--- config.mk ---
export PLATFORM = sky130hd
export DESIGN_NAME = complex_frame_acc
export DESIGN_NICKNAME = d
export VERILOG_FILES = /design/src/rtl/complex_frame_acc_pkg.sv /design/src/rtl/complex_acc_lane.sv /design/src/rtl/complex_frame_acc.sv
export SDC_FILE = /design/constraint.sdc
export NUM_CORES = 1
export LEC_CHECK = 0
export BUFFER_PORTS_ARGS = -buffer_cell sky130_fd_sc_hd__buf_4
export CAP_MARGIN = 25
export CORE_UTILIZATION = 58
export DETAILED_ROUTE_END_ITERATION = 10
export GPL_ROUTABILITY_DRIVEN = 0
export HOLD_SLACK_MARGIN = 0.02
export PLACE_DENSITY = 0.81
export SYNTH_ARGS = -nofsm -noshare
export SYNTH_HDL_FRONTEND = slang
export SYNTH_SLANG_ARGS = --single-unit
--- constraint.sdc ---
create_clock -name clk -period 3.9 [get_ports clk]
set_input_delay 0.39 -clock clk [delete_from_list [all_inputs] [get_ports clk]]
set_output_delay 0.39 -clock clk [all_outputs]
set_load 0.02 [all_outputs]
--- src/rtl/complex_frame_acc_pkg.sv ---
// Package: complex_frame_acc_pkg
// Shared widths and types for the complex multiplier datapath and the frame
// accumulator that follows it.
//   PROD_W      width of one signed product component from the multiplier
//   DEF_LEN     default number of products summed per frame
//   acc_w_min() smallest accumulator width that cannot overflow over a frame
//   out_state_e result holding register state (EMPTY / FULL)
package complex_frame_acc_pkg;

  localparam int PROD_W  = 16;
  localparam int DEF_LEN = 4;

  // Summing len values of in_w bits needs clog2(len) extra bits of headroom.
  function automatic int acc_w_min(input int in_w, input int len);
    return in_w + $clog2(len);
  endfunction

  typedef enum logic {
    EMPTY = 1'b0,
    FULL  = 1'b1
  } out_state_e;

endpackage

--- src/rtl/complex_acc_lane.sv ---
// Module: complex_acc_lane
// One signed accumulator lane (used once for real, once for imaginary).
//   clk, rst  clock and synchronous active-high reset
//   clear     drop the partial sum; a sample added this cycle starts fresh
//   add       din is a valid sample this cycle
//   finish    this sample closes the frame; sum is the frame result
//   din       signed sample, IN_W bits
//   sum       signed running total including din (the frame result on finish)
module complex_acc_lane #(
  parameter int IN_W  = 16,
  parameter int ACC_W = 18
) (
  input  logic             clk,
  input  logic             rst,
  input  logic             clear,
  input  logic             add,
  input  logic             finish,
  input  logic [IN_W-1:0]  din,
  output logic [ACC_W-1:0] sum
);

  logic [ACC_W-1:0] acc;
  logic [ACC_W-1:0] base;
  logic [ACC_W-1:0] ext;

  // Size cast of a signed operand sign-extends to the accumulator width.
  assign ext  = ACC_W'($signed(din));
  // A clear in the same cycle as a sample makes that sample the first term.
  assign base = clear ? '0 : acc;
  assign sum  = base + ext;

  // NOTE: state registers use non-blocking assignments so every flop samples
  // the pre-edge values, independent of block ordering.
  always_ff @(posedge clk) begin
    if (rst) begin
      acc <= '0;
    end else if (finish) begin
      acc <= '0;
    end else if (add) begin
      acc <= sum;
    end else if (clear) begin
      acc <= '0;
    end
  end

endmodule

--- src/rtl/complex_frame_acc.sv ---
// Module: complex_frame_acc
// Sums LEN consecutive valid complex products into one full-precision result
// (a complex dot product over a frame) and holds it for a valid/ready consumer.
// Upstream cannot be stalled, so an unconsumed result is overwritten and the
// sticky overrun flag records it.
//   clk, rst              clock and synchronous active-high reset
//   in_valid, in_real/imag  product input, IN_W bits signed
//   frame_start           restart the frame (same-cycle sample becomes sample 0)
//   out_valid, out_ready  result handshake
//   out_real/imag         frame sum, ACC_W bits signed
//   sample_cnt            samples accepted in the current frame
//   overrun               sticky: a pending result was overwritten
module complex_frame_acc
  import complex_frame_acc_pkg::*;
#(
  parameter int IN_W  = PROD_W,
  parameter int LEN   = DEF_LEN,
  parameter int ACC_W = acc_w_min(PROD_W, DEF_LEN),
  parameter int CNT_W = 2
) (
  input  logic             clk,
  input  logic             rst,
  input  logic             in_valid,
  input  logic [IN_W-1:0]  in_real,
  input  logic [IN_W-1:0]  in_imag,
  input  logic             frame_start,
  output logic             out_valid,
  input  logic             out_ready,
  output logic [ACC_W-1:0] out_real,
  output logic [ACC_W-1:0] out_imag,
  output logic [CNT_W-1:0] sample_cnt,
  output logic             overrun
);

  localparam logic [CNT_W-1:0] LAST_IDX = CNT_W'(LEN - 1);

  logic [CNT_W-1:0] cnt_base;
  logic             frame_done;
  logic [ACC_W-1:0] sum_real;
  logic [ACC_W-1:0] sum_imag;
  out_state_e       state;

  // frame_start restarts the count before the current sample is considered,
  // so with LEN=1 a sample arriving alongside frame_start completes a frame.
  assign cnt_base   = frame_start ? '0 : sample_cnt;
  assign frame_done = in_valid && (cnt_base == LAST_IDX);

  always_ff @(posedge clk) begin
    if (rst) begin
      sample_cnt <= '0;
    end else if (in_valid) begin
      sample_cnt <= frame_done ? '0 : cnt_base + 1'b1;
    end else begin
      sample_cnt <= cnt_base;
    end
  end

  complex_acc_lane #(.IN_W(IN_W), .ACC_W(ACC_W)) u_lane_real (
    .clk    (clk),
    .rst    (rst),
    .clear  (frame_start),
    .add    (in_valid),
    .finish (frame_done),
    .din    (in_real),
    .sum    (sum_real)
  );

  complex_acc_lane #(.IN_W(IN_W), .ACC_W(ACC_W)) u_lane_imag (
    .clk    (clk),
    .rst    (rst),
    .clear  (frame_start),
    .add    (in_valid),
    .finish (frame_done),
    .din    (in_imag),
    .sum    (sum_imag)
  );

  // Result register and its EMPTY/FULL handshake. A completing frame always
  // wins over a consume; overrun marks only an overwrite nobody accepted.
  always_ff @(posedge clk) begin
    if (rst) begin
      state    <= EMPTY;
      out_real <= '0;
      out_imag <= '0;
      overrun  <= 1'b0;
    end else begin
      case (state)
        EMPTY: begin
          if (frame_done) begin
            state    <= FULL;
            out_real <= sum_real;
            out_imag <= sum_imag;
          end
        end
        FULL: begin
          if (frame_done) begin
            out_real <= sum_real;
            out_imag <= sum_imag;
            if (!out_ready) overrun <= 1'b1;
          end else if (out_ready) begin
            state <= EMPTY;
          end
        end
        default: state <= EMPTY;
      endcase
    end
  end

  assign out_valid = (state == FULL);

endmodule

; ---- After elaboration in Yosys (flattened, before gate mapping)
; Cells that the tools add are included.
[classes]
n_addsub = 3
eq_ne = 1
mux = 13
bitwise = 2
reduce_logical = 3
[ops]
columns = op, n
row1 = 2-to-1 mux 18 bit, 6
row2 = adder 18 bit, 2
row3 = 2-to-1 mux 2 bit, 3
row4 = 2-to-1 mux 1 bit, 3
row5 = AND reduction 3 bit, 1
row6 = adder 2 x 1 -> 2 bit (second input constant), 1
row7 = equality test 2 bit (second input constant), 1
row8 = NOT 1 bit, 2
row9 = one-hot mux 1 bit (2 select lines), 1
row10 = OR reduction 2 bit, 1
row11 = logical AND 1 bit, 1
[word_totals]
regBits = 76
inputBits = 37
output_inout_bits = 40
word_cells = 29

; ---- Logic depth before layout (Yosys ltp)
[depth]
ltp_word = 5
depth_mapped = 12
mapped_depth_nobuf = 10

; ---- Modules after synthesis
; From an unflattened synthesis, not the netlist that was laid out.
[hier_totals]
hier_cells = 602
area_unflattened_um2 = 4848.4
[by_module_without_submodules]
columns = module, instances, cells_per_inst, area_per_inst_um2, seq_area_each_um2
row1 = complex_acc_lane at u_lane_imag, 1, 227, 1780.5, 360.3
row2 = complex_acc_lane at u_lane_real, 1, 201, 1626.6, 360.3
row3 = complex_frame_acc, 1, 174, 1441.4, 800.8

; ---- Least setup slack after synthesis
; No wires, ideal clock.
[synth_timing]
path_kind = input port to flip-flop
from = input port frame_start
to = register u_lane_real.acc[17]
setup_ps = 70
t_arrival_ps = 2902
required_time_ps = 3830
slack_ps = 928
cell_stages = 11
n_path_buf = 2
cell_sequence = clkbuf_1 clkbuf_1 nand2b_1 inv_1 ha_1 a211oi_2 nor2_2 o2111a_1 o31a_1 or4_1 a21oi_1
[synth_between]
elab_chain_cells = 4
word_cells_on_any_way = 7
cone_classes = add/sub: 1 / eq/ne: 1 / mux: 3 / reduce/logical: 2
[synth_lines]
columns = element, line
row1 = start: declaration, complex_frame_acc.sv:26  ; input logic frame_start,
row2 = "parallel branches: the longest is 4 deep, another holds adder 18 bit", --
row3 = end signal: assignment, complex_acc_lane.sv:40  ; acc <= sum;
row4 = end: declaration, complex_acc_lane.sv:22  ; logic [ACC_W-1:0] acc;
; Parallel ways; which one is timed is not known.
; A chain may end at the register's enable or synchronous reset.

; ---- Worst setup path after layout
; Same ends and word-level chain as after synthesis.

==> results.cfg <==
[run_status]
outcome = finished, final reports clean

[timing]
max_freq_mhz = 366
slew_viol_final = 0
skew_ps = 8.06
worst_hold_slack_ps = 314
fin_crit_ps = 2730
slew_headroom_pct = 49.8
tightest_slew_ps = 744
rsz0062_at_grt = false
finalSetupViolCount = 0
fin_setup_tns_ps = 0
fin_crit_sh_pct = 70.1
hold_viol_final = 0

[flow_run]
maxCapViolCount = 0

[global_route]
overflow = 0
antenna_found_initial = 0
grt_pass1_wl_um = 20800
grt_max_degree = 44
grt_pass1_vias = 4510
grt.total_usage_pct = 30.1

[routing]
viasPerCell = 6.20
drt_first_pass_iters = 5
avgRoutedWirePerCell_um = 16.6
dr.first_iter.drc_count = 151
routed_wl_um = 12800
vias = 4789
final_antenna_net_count = 0
drc_errors = 0

[die]
die_x_um = 94.1
die_area_um2 = 8860
dieHeight_um = 94.1
rows = 33
core_um2 = 8220
initial_utilization_pct = 59.9
ioPinCount = 77

[place]
dpl.hpwl_um = 8790
io_buffers = 76
place_inst = 758

[clock_network]
cts_resized = 0
clock_latency_ps = 370
htreeDepth = 3
cts_post_setup_buffers_inserted = 0
clock-sinks = 76
clk_path_buf_depth = 2
clockRootBuffer = clkbuf_8
path_clk_slew_ps = 80
cts_buffers = 9
tritoncts = done
cts_hold_buf = 0

[finish]
fin_cells = 773
drive_above_1_share_pct = 16.8
diodes = 0
area_growth_pct = 16.5
nets = 738

[yosys]
syn_area_per_cell_um2 = 8.11
synth-seq-area-share_pct = 30.9
syn_inst = 607
yosys_warnings = 0
synth_ff_type = dfxtp_1
synth_nets = 681
yosys-top-cells-area = dfxtp_1, ha_1, a21oi_1
synth-edff-count = 0
synth_cell_types = 64
yosys.area.top_type_share_pct = 30.9
synth_area_um2 = 4920
synth_top_cells_by_count = dfxtp_1, nor2_1, nand2_1, a21oi_1, nor2b_1
synthArstFlopShare_pct = 0
ys_ff_latch = 76
yosysTopAreaCell = dfxtp_1
yosysMostFrequentCell = dfxtp_1

[worst_setup_path]
crit_path_end = u_lane_real.acc[17]
worst_ep_arrival_time_ps = 3030
r2r-end = u_lane_real.acc[17]
start_kind = input port
cp.required_ps = 4190
path_class = input port to register
cp-startpoint = frame_start
rrSetupSlack_ps = 1290
r2r_start = u_lane_real.acc[9]
cp_max_fo = 38
r2r_cells = 8
worstSetupEndpointType = register

[worst_hold_path]
min_from = out_ready
hp-class = input port to register

[pwr]
p_leak_nw = 2.45
pwr_density_cell_nw_per_um2 = 325
ir_worst_vdd_uv = 209
-- area by class of cell --
class | instances | area, um2
Multi-Input combinational cell | 485 | 3210
Clock buffer | 9 | 124
Clock inverter | 6 | 90.1
Sequential cell | 76 | 1520
Tap cell | 105 | 131
Inverter | 11 | 41.3
Fill cell | 703 | 2490
Timing Repair Buffer | 81 | 608
-- state kept, by name, indices dropped and copies added, names as in the netlist --
signal	flops
overrun	1
sample_cnt	2
u_lane_real.acc	18
out_imag	18
out_real	18
u_lane_imag.acc	18
out_valid	1
-- worst min path at each step --
stage                     cells past startpoint      endpoint
after CTS                                     3     out_valid
final                                         3     out_valid
after global routing                          3     out_valid
after floorplan                               2  out_real[15]
after detailed placement                      2  out_real[13]
after global placement                        2  out_real[16]
-- layer usage --
metal / global-route usage, % / vias to the layer above / part of all wire (%)
met1: 35.7 / 2277 / 42
met5: 0 / - / 0
met2: 52.6 / 151 / 50
met3: 5.91 / 30 / 6.2
li1: - / 2331 / -
met4: 12.4 / 0 / 2.2
-- kinds of logic (layout without fill, tap and decap cells) --
logic type | count (synthesis) | in the layout | synth area share (%)
AO/OA/AOI/OAI | 169 | 169 | 23.1
XOR/XNOR | 16 | 16 | 3.13
adder cells (fa/ha/maj) | 37 | 37 | 9.71
buffers and inverters | 46 | 107 | 3.76
flip-flops | 76 | 76 | 30.9
multiplexers | 21 | 21 | 4.32
AND/OR/NAND/NOR | 242 | 242 | 25.0
-- cell usage in the layout, fill, tap and decap left out, drive strengths merged, types with 7 or more instances in the layout --
cell type	count
dfxtp	76
a211oi	17
inv	11
nand2b	8
nand2	53
nor2b	40
mux2i	19
xnor2	9
nand3	18
a21oi	52
or3	10
nand3b	7
o21ai	33
nor3	13
nor2	58
o21a	9
ha	35
buf	81
clkbuf	9
-- power breakdown --
part           total [mW]  leakage, nW  switching (mW)  internal, mW
combinational       0.371         1.73           0.215         0.156
sequential          0.810        0.619         0.00596         0.804
clock               0.684        0.105           0.326         0.358
-- critical path: stages --
cell	delay, ps
buf_4	370
nand2b_1	230
inv_1	60
ha_1	310
a211oi_2	290
nor2_2	130
o2111a_1	300
o31a_1	260
or4_1	480
a21oi_1	170
-- through the flow --
step | utilization (%) | area, um2 | power (mW) | worst slack [ps]
floorplan | - | 4920 | 1.09 | 928
global placement | 67.1 | 5520 | 1.18 | 967
detailed placement | 67.1 | 5520 | 1.19 | 825
CTS | 69.7 | 5730 | 1.86 | 1180
global route | 69.7 | 5730 | 1.94 | 988
finish | 69.7 | 5730 | 1.86 | 1170
No activity file was read; power rests on OpenSTA's default activity.
